`config.mk`:
```
export PLATFORM = sky130hd
export DESIGN_NAME = cpu_sequencer
export DESIGN_NICKNAME = d
export VERILOG_FILES = /design/src/rtl/cpu_pkg.sv /design/src/rtl/mem_wait_timer.sv /design/src/rtl/cpu_sequencer.sv
export SDC_FILE = /design/constraint.sdc
export NUM_CORES = 1
export LEC_CHECK = 0
export ABC_AREA = 1
export CORE_AREA = 2 2 85 87
export CTS_BUF_LIST = sky130_fd_sc_hd__clkbuf_4 sky130_fd_sc_hd__clkbuf_8
export CTS_CLUSTER_SIZE = 25
export DETAILED_ROUTE_END_ITERATION = 10
export DIE_AREA = 0 0 87 89
export DONT_BUFFER_PORTS = 1
export GPL_TIMING_DRIVEN = 0
export PLACE_DENSITY_LB_ADDON = 0.25
export SYNTH_ARGS = -nofsm -noshare
export SYNTH_HDL_FRONTEND = slang
export SYNTH_HIERARCHICAL = 1
export SYNTH_SLANG_ARGS = --single-unit
```
`constraint.sdc`:
```
create_clock -name clk -period 2.62 [get_ports clk]
set_input_delay 0.393 -clock clk [delete_from_list [all_inputs] [get_ports clk]]
set_output_delay 0.393 -clock clk [all_outputs]
set_load 0.02 [all_outputs]
```
`src/rtl/cpu_pkg.sv`:
```
// rtl/cpu_pkg.sv - shared states, control-word fields and opcodes for the CPU sequencer
package cpu_pkg;

  typedef enum logic [2:0] {
    ST_IDLE,
    ST_FETCH,
    ST_DECODE,
    ST_EXEC,
    ST_MEM,
    ST_WB,
    ST_HALT,
    ST_FAULT
  } state_t;

  // control word {regdst, branch, memread, memwrite, alusrc, regwrite, opcode, funct}
  localparam int REGDST    = 13;
  localparam int BRANCH    = 12;
  localparam int MEMREAD   = 11;
  localparam int MEMWRITE  = 10;
  localparam int ALUSRC    = 9;
  localparam int REGWRITE  = 8;
  localparam int OPC_MSB   = 7;
  localparam int OPC_LSB   = 4;
  localparam int FUNCT_MSB = 3;
  localparam int FUNCT_LSB = 0;

  localparam logic [3:0] OPC_HALT = 4'hF;

endpackage

```
`src/rtl/mem_wait_timer.sv`:
```
// rtl/mem_wait_timer.sv - counts memory wait cycles and flags a request that waited too long
module mem_wait_timer #(
  parameter int MEM_TIMEOUT = 8
) (
  input  logic clk,
  input  logic rst,
  input  logic clr,
  input  logic en,
  output logic expire
);

  localparam int W = $clog2(MEM_TIMEOUT) + 1;

  logic [W-1:0] wait_cnt;

  // wait counter: clear wins over count so a fresh request always starts at zero
  always_ff @(posedge clk or posedge rst) begin
    if (rst) begin
      wait_cnt <= '0;
    end else if (clr) begin
      wait_cnt <= '0;
    end else if (en) begin
      wait_cnt <= wait_cnt + W'(1);
    end
  end

  // the last permitted wait cycle has passed without the memory answering
  assign expire = en && (wait_cnt == W'(MEM_TIMEOUT - 1));

endmodule

```
`src/rtl/cpu_sequencer.sv`:
```
// rtl/cpu_sequencer.sv - multi-cycle fetch/decode/exec/mem/wb sequencer with memory timeout
module cpu_sequencer
  import cpu_pkg::*;
#(
  parameter int MEM_TIMEOUT = 8,
  parameter int CNT_W       = 16
) (
  input  logic             clk,
  input  logic             rst,
  input  logic [13:0]      ctrl_sig,
  input  logic             zero,
  input  logic             mem_ready,
  output logic             mem_req,
  output logic             mem_we,
  output logic             addr_sel,
  output logic             ir_we,
  output logic             pc_we,
  output logic             pc_src,
  output logic             alu_en,
  output logic             rf_we,
  output logic             wb_sel,
  output logic             halted,
  output logic             fault,
  output logic [CNT_W-1:0] instr_count
);

  state_t      state_q;
  state_t      state_d;
  logic [13:0] ctrl_q;
  logic        in_req;
  logic        tmr_clr;
  logic        tmr_en;
  logic        expire;
  logic        retire;
  logic        rd_q;
  logic        wr_q;
  logic        ctrl_unused;

  assign rd_q = ctrl_q[MEMREAD];
  assign wr_q = ctrl_q[MEMWRITE];

  // fields the sequencer latches but only the datapath consumes
  assign ctrl_unused = ^{ctrl_q[REGDST], ctrl_q[ALUSRC], ctrl_q[OPC_MSB:OPC_LSB],
                         ctrl_q[FUNCT_MSB:FUNCT_LSB]};

  // the timer only runs while the memory port is requested; any state change restarts it
  assign in_req  = (state_q == ST_FETCH) || (state_q == ST_MEM);
  assign tmr_clr = !in_req || (state_d != state_q);
  assign tmr_en  = in_req && !mem_ready;

  mem_wait_timer #(
    .MEM_TIMEOUT(MEM_TIMEOUT)
  ) u_timer (
    .clk   (clk),
    .rst   (rst),
    .clr   (tmr_clr),
    .en    (tmr_en),
    .expire(expire)
  );

  // an instruction retires on the edge that returns the sequencer to FETCH
  assign retire = (state_d == ST_FETCH) &&
                  ((state_q == ST_EXEC) || (state_q == ST_MEM) || (state_q == ST_WB));

  // state register
  always_ff @(posedge clk or posedge rst) begin
    if (rst) begin
      state_q <= ST_IDLE;
    end else begin
      state_q <= state_d;
    end
  end

  // control word is captured once per instruction at the end of DECODE
  always_ff @(posedge clk or posedge rst) begin
    if (rst) begin
      ctrl_q <= '0;
    end else if (state_q == ST_DECODE) begin
      ctrl_q <= ctrl_sig;
    end
  end

  // retired-instruction counter, wraps naturally
  always_ff @(posedge clk or posedge rst) begin
    if (rst) begin
      instr_count <= '0;
    end else if (retire) begin
      instr_count <= instr_count + CNT_W'(1);
    end
  end

  // next-state and per-cycle enables; FETCH enables are qualified by mem_ready
  always_comb begin
    state_d  = state_q;
    mem_req  = 1'b0;
    mem_we   = 1'b0;
    addr_sel = 1'b0;
    ir_we    = 1'b0;
    pc_we    = 1'b0;
    pc_src   = 1'b0;
    alu_en   = 1'b0;
    rf_we    = 1'b0;
    wb_sel   = 1'b0;
    halted   = 1'b0;
    fault    = 1'b0;
    case (state_q)
      ST_IDLE: begin
        state_d = ST_FETCH;
      end
      ST_FETCH: begin
        mem_req = 1'b1;
        if (mem_ready) begin
          ir_we   = 1'b1;
          pc_we   = 1'b1;
          state_d = ST_DECODE;
        end else if (expire) begin
          state_d = ST_FAULT;
        end
      end
      ST_DECODE: begin
        if (ctrl_sig[OPC_MSB:OPC_LSB] == OPC_HALT) begin
          state_d = ST_HALT;
        end else begin
          state_d = ST_EXEC;
        end
      end
      ST_EXEC: begin
        alu_en = 1'b1;
        if (ctrl_q[BRANCH] && zero) begin
          pc_we  = 1'b1;
          pc_src = 1'b1;
        end
        if (rd_q || wr_q) begin
          state_d = ST_MEM;
        end else if (ctrl_q[REGWRITE]) begin
          state_d = ST_WB;
        end else begin
          state_d = ST_FETCH;
        end
      end
      ST_MEM: begin
        mem_req  = 1'b1;
        addr_sel = 1'b1;
        mem_we   = wr_q;
        if (mem_ready) begin
          // read+write together behaves as a store: no write-back
          state_d = (rd_q && !wr_q) ? ST_WB : ST_FETCH;
        end else if (expire) begin
          state_d = ST_FAULT;
        end
      end
      ST_WB: begin
        rf_we   = 1'b1;
        wb_sel  = rd_q;
        state_d = ST_FETCH;
      end
      ST_HALT: begin
        halted = 1'b1;
      end
      ST_FAULT: begin
        fault = 1'b1;
      end
      default: begin
        state_d = ST_IDLE;
      end
    endcase
  end

endmodule

```
# Yosys cells after proc, flatten, opt, wreduce, memory -nomap -nowiden
# Index checks and enable logic that the tools add are counted.
# Widths: inputs -> output; s select.
# op_classes
add_sub_neg,2
mux,23
n_eq_ne,11
reduce_logical,17
# op_table
op,n
$mux 3,7
$add 16x1->16 const B,1
$pmux 3 s5,1
$eq 3x3->1 const B,4
$mux 1,12
$mux 4,2
$eq 3x1->1 const B,2
$eq 3x2->1 const B,2
$logic_and 1x1->1,5
$logic_or 1x1->1,5
$add 4x1->4 const B,1
$eq 4x3->1 const B,1
$eq 4x4->1 const B,1
$reduce_or 2->1,2
$logic_not 1->1,3
$logic_not 3->1,1
$ne 3x3->1,1
$pmux 1 s2,1
$reduce_bool 2->1,1
# word_totals
wordCells,57
regBits,36
input_bits,18

# Depth between registers and ports, before layout
# Gate-level depths: netlist of the first run.
# logic_depth
word_depth,10
ltp_mapped,20

# By module
# The synthesis of the first run kept the hierarchy.
# by_module_without_submodules
module,area_each_um2,cells_each,seq_area_each_um2,instances
cpu_sequencer,1786.7,250,575.6,1
mem_wait_timer,197.7,25,100.1,1

# Worst setup path after synthesis of the first run
# No wires, ideal clock.
# synth_path
path_type,register to register
from,register state_q[0]
to,register u_timer.wait_cnt[1]
setup_ns,0.127
path_stages_with_launch,20
n_path_buf,1
arrival_time_ns,2.076
path_slack_ns,0.417
period_less_slack_ns,2.203
cell_sequence,dfrtp_1 -> buf_6 -> inv_2 -> nand3_2 -> nand2_2 -> nand2_1 -> inv_1 -> nand3_1 -> nor2_1 -> nor2_2 -> nor2_1 -> nand2_2 -> nand4_4 -> inv_2 -> nor2_1 -> nor2_1 -> nand2_1 -> inv_1 -> o21ai_0 -> a21oi_1
# synth_via
elab_chain_len,10
word_cells_on_any_way,19
# synth_rtl
element,line_no,rtl
"start, declared",cpu_sequencer.sv:27,state_t state_q;
"start signal, assigned",cpu_sequencer.sv:70,state_q <= state_d;
$eq 3x1->1 or $eq 3x3->1 (tied branches),cpu_sequencer.sv:47,assign in_req = (state_q == ST_FETCH) || (state_q == ST_MEM);
$logic_or 1x1->1 *,cpu_sequencer.sv:47,
$logic_and 1x1->1 *,cpu_sequencer.sv:49,assign tmr_en = in_req && !mem_ready;
net tmr_en,cpu_sequencer.sv:32,logic tmr_en;
$logic_and 1x1->1 *,mem_wait_timer.sv:28,assign expire = en && (wait_cnt == W'(MEM_TIMEOUT - 1));
net expire,cpu_sequencer.sv:33,logic expire;
$mux 3 *,"cpu_sequencer.sv:116, cpu_sequencer.sv:148",
"$mux 3, on equally long branches","cpu_sequencer.sv:145, cpu_sequencer.sv:112",
$pmux 3 s5 *,cpu_sequencer.sv:106,case (state_q)
net state_d[1],cpu_sequencer.sv:28,state_t state_d;
$ne 3x3->1 *,cpu_sequencer.sv:48,assign tmr_clr = !in_req || (state_d != state_q);
$logic_or 1x1->1 *,cpu_sequencer.sv:48,
net tmr_clr,cpu_sequencer.sv:31,logic tmr_clr;
$mux 4 or $reduce_bool 2->1 (tied branches),-,
"end signal, assigned",mem_wait_timer.sv:23,wait_cnt <= wait_cnt + W'(1);
"end, declared",mem_wait_timer.sv:14,logic [W-1:0] wait_cnt;
# Mark *: on every way through the listed nets, which the timed path passes. The rest lies on a longest branch.
# A chain may end at the register's enable or synchronous reset.

# Final worst setup path of the first run
# layout_path
from,register state_q[0]
to,register u_timer.wait_cnt[1]
# layout_via
elab_chain_len,10
word_cells_on_any_way,19
# layout_rtl
element,line_no
$eq 3x1->1 or $eq 3x3->1 (tied branches),cpu_sequencer.sv:47
$logic_or 1x1->1 *,cpu_sequencer.sv:47
$logic_and 1x1->1 *,cpu_sequencer.sv:49
net tmr_en,cpu_sequencer.sv:32
$logic_and 1x1->1 *,mem_wait_timer.sv:28
net expire,cpu_sequencer.sv:33
$mux 3 *,"cpu_sequencer.sv:116, cpu_sequencer.sv:148"
"$mux 3, on equally long branches","cpu_sequencer.sv:145, cpu_sequencer.sv:112"
$pmux 3 s5 *,cpu_sequencer.sv:106
$ne 3x3->1 *,cpu_sequencer.sv:48
$logic_or 1x1->1 *,cpu_sequencer.sv:48
net tmr_clr,cpu_sequencer.sv:31
$mux 4 or $reduce_bool 2->1 (tied branches),-
# Marks and branches as above.

==> flow_summary.toml, run 1 <==
[final_layout]
design_area_um2 = 2170
antenna_cells = 0
layout.nets = 303
final_layout_size_suffix_gt1_share_pct = 18.8
layout_commonest_cell = "nand2_1"
syn_to_final_growth_pct = 9.39
layout_common_cells = "76 x nand2_1, 34 x inv_1, 34 x nor2_1, 29 x nand3_1, 27 x dfrtp_1"

[power_and_ir_drop]
leakagePower_nw = 1.04
finalPower_mw = 2.29
power_per_cell_area_nw_per_um2 = 1050
vdd_drop_max_uv = 277

[sta]
hold-worst-slack_ps = 196
max_freq_mhz = 430
drv_slew = 0
hold_viol_final = 0
layout_setup_ws_ps = 293
post-route-period-util_pct = 88.8
setup_viol_count_final = 0
tightestPinTransition_ps = 913
rsz0062_at_grt = "no"
slew_headroom_pct = 39.0
setup_tns_ps = 0
finClkSkew_ps = 4.02
timing.final.crit_period_ps = 2330

[grt]
grt_pass1_wl_um = 8140
grt-ovfl-total = 0
grtUsageTotal_pct = 13.1
grt_pass1_vias = 1718
grt_use_met1_pct = 17.0
antenna_found_initial = 0
grt_use_met2_pct = 21.9
grt_util_met3_pct = 4.16
grt_max_degree = 24
grt.busiest_layer = "met2"

[yosys]
synth_top_cells_by_area = "dfrtp_1 34%, nand2_1 14%, nand3_1 7.3%"
syn_area_um2 = 1980
syn_nets = 295
yosys.area.top_type_share_pct = 34.0
syn_area_per_cell_um2 = 7.22
seq_area_frac_synth_pct = 34.0
yosysWarnings = 6
synthCells = 275
synth_top_area_cell = "dfrtp_1"
ys_types = 28
ys_seq_elements = 27

[placement]
dp_slack_ps = 93.5
dp_hpwl_um = 3590
io_buffer_count = 0
place_congestion = 0.850
placed_area_um2 = 2080

[floorplan]
dieHeight_um = 89
die_w_um = 87
dieArea_um2 = 7740
rows = 30
start_util_pct = 29.5
ios = 45
core_area_um2 = 6720

[routing]
wl_um = 4670
wire_per_inst_um = 12.9
vias = 1715
drt-initial-drc-count = 72
route.detailed.drc = 0
firstDrtPassIters = 4
vias_per_cell = 4.74
postRouteAntennaNets = 0

[worst_setup_path]
endpoint_kind = "flip-flop"
cp_slowest_cell = "dfrtp_1"
worstPathMaxFanout = 8
crit_top_cell = "nand2_1"
startpoint_type = "flip-flop"
cp.required_ps = 2830
crit_arrival_ps = 2530
path_class = "flip-flop to flip-flop"
crit_chain = "buf_6, inv_2, nand3_2, nand2_4, nand2_1, inv_2, nand3_1, nor2_2, inv_1, nand2_1, nand3_2, nand3_1, nand2_1, nor2_1, nand2_1, inv_1, o21ai_0, a21oi_1"
worst_path_largest_cell_delay_ps = 380

[clock_network]
cts_tree = "built"
clockRootBuffer = "clkbuf_8"
cts.clk_slew.worst_paths_ps = 100
cts_sinks = 27
clk_path_buf_depth = 2
htreeDepth = 1
insertion_delay_ps = 270
cts-buffers-inserted = 3

[outcome]
status = "completed"

[worst_hold_path]
hold_path.class = "input port to asynchronous set/reset pin"

[run]
maxCapViolCount = 0
-- per-layer routing --
layer	routed length, um	up-vias
met5	0	-
met4	22	0
met3	358	2
met2	2110	50
met1	2180	785
li1	-	878
-- cell type report --
type	instances	area, um2
Buffer	5	56.3
Clock buffer	4	48.8
Sequential cell	27	676
Inverter	41	161
Fill cell	754	4550
Tap cell	80	100
Multi-Input combinational cell	202	1100
Timing Repair Buffer	3	25.0
-- synthesized netlist by cell type --
master    n
nand2_1  76
inv_2     5
nand3_2  12
buf_8     1
mux2_2    1
ha_1      2
inv_4     1
a21oi_1   5
dfrtp_1  27
buf_4     1
nand3_1  29
o21ai_0   3
nor2_1   35
nand2_4   2
nor2_4    3
nand4_1   6
nand3_4   1
inv_1    35
xor2_1    4
or2_2     1
nor2_2    3
nand2_8   1
nand2_2   7
o22ai_1   1
nand4_4   1
nor3_1    7
nor2_8    2
buf_6     3
-- path summary, 6_finish.rpt --
kind	slack, ps	depth (start not counted)	from	end
max	290	18	state_q[0]	u_timer/wait_cnt[1]
min	200	1	rst	instr_count[12]
max reg2reg	290	18	state_q[0]	u_timer/wait_cnt[1]
min reg2reg	510	1	ctrl_q[12]	ctrl_q[12]
max in group asynchronous	1870	1	rst	instr_count[5]
min in group clk	260	1	ctrl_sig[12]	ctrl_q[12]
-- registers in the layout, indices dropped and copies added, names as in the netlist --
name	cells
u_timer/wait_cnt	4
state_q	3
instr_count	16
ctrl_q	4
-- where the power goes --
| part | leakage [nW] | internal (mW) | switching (mW) | total [mW] |
|---|---|---|---|---|
| logic | 0.657 | 0.463 | 0.961 | 1.42 |
| clock network | 0.0262 | 0.120 | 0.136 | 0.256 |
| registers | 0.355 | 0.504 | 0.105 | 0.609 |
| total | 1.04 | 1.09 | 1.20 | 2.29 |
-- critical path, delay by kind of cell, from the launching register on --
family	cells	cell delay [ps]
flip-flops	1	380
AND/OR/NAND/NOR	11	1120
AO/OA/AOI/OAI	2	220
buffers and inverters	5	530
-- cells by family (layout without fill, tap and decap cells) --
| family | count (synthesis) | after routing | synth area share (%) |
|---|---|---|---|
| fa+ha+maj | 2 | 2 | 1.26 |
| buf+inv | 46 | 53 | 10.7 |
| compound gates | 9 | 9 | 2.33 |
| simple gates | 186 | 186 | 49.3 |
| xor+xnor | 4 | 4 | 1.77 |
| flops | 27 | 27 | 34.0 |
| mux | 1 | 1 | 0.567 |
-- stage by stage --
step,cells,utilization [%]
after floorplan,275,-
after global placement,355,31.0
after detailed placement,355,31.0
after CTS,360,31.9
after global routing,362,32.3
final,362,32.3
-- repair_timing --
action	in CTS	in global routing
buffers inserted	0	2
hold buffers	1	0
setup endpoints to repair	0	4
resized for setup	0	6
endpoints found under the hold margin	4	0
Note: power is estimated with default switching activity, not from simulation.
==> run 2, diff against run 1 <==
--- a/config.mk
+++ b/config.mk
@@ -14,6 +14,7 @@
 export DONT_BUFFER_PORTS = 1
 export GPL_TIMING_DRIVEN = 0
 export PLACE_DENSITY_LB_ADDON = 0.25
+export SLEW_MARGIN = 20
 export SYNTH_ARGS = -nofsm -noshare
 export SYNTH_HDL_FRONTEND = slang
 export SYNTH_HIERARCHICAL = 1
==> results of run 2 <==
The final DEF is identical to that of run 1; final timing and power are the same.
==> run 3, diff against run 2 <==
--- a/config.mk
+++ b/config.mk
@@ -6,6 +6,7 @@
 export NUM_CORES = 1
 export LEC_CHECK = 0
 export ABC_AREA = 1
+export ABC_CLOCK_PERIOD_IN_PS = 2620
 export CORE_AREA = 2 2 85 87
 export CTS_BUF_LIST = sky130_fd_sc_hd__clkbuf_4 sky130_fd_sc_hd__clkbuf_8
 export CTS_CLUSTER_SIZE = 25
==> results of run 3 <==
The final DEF is identical to that of run 1; final timing and power are the same.
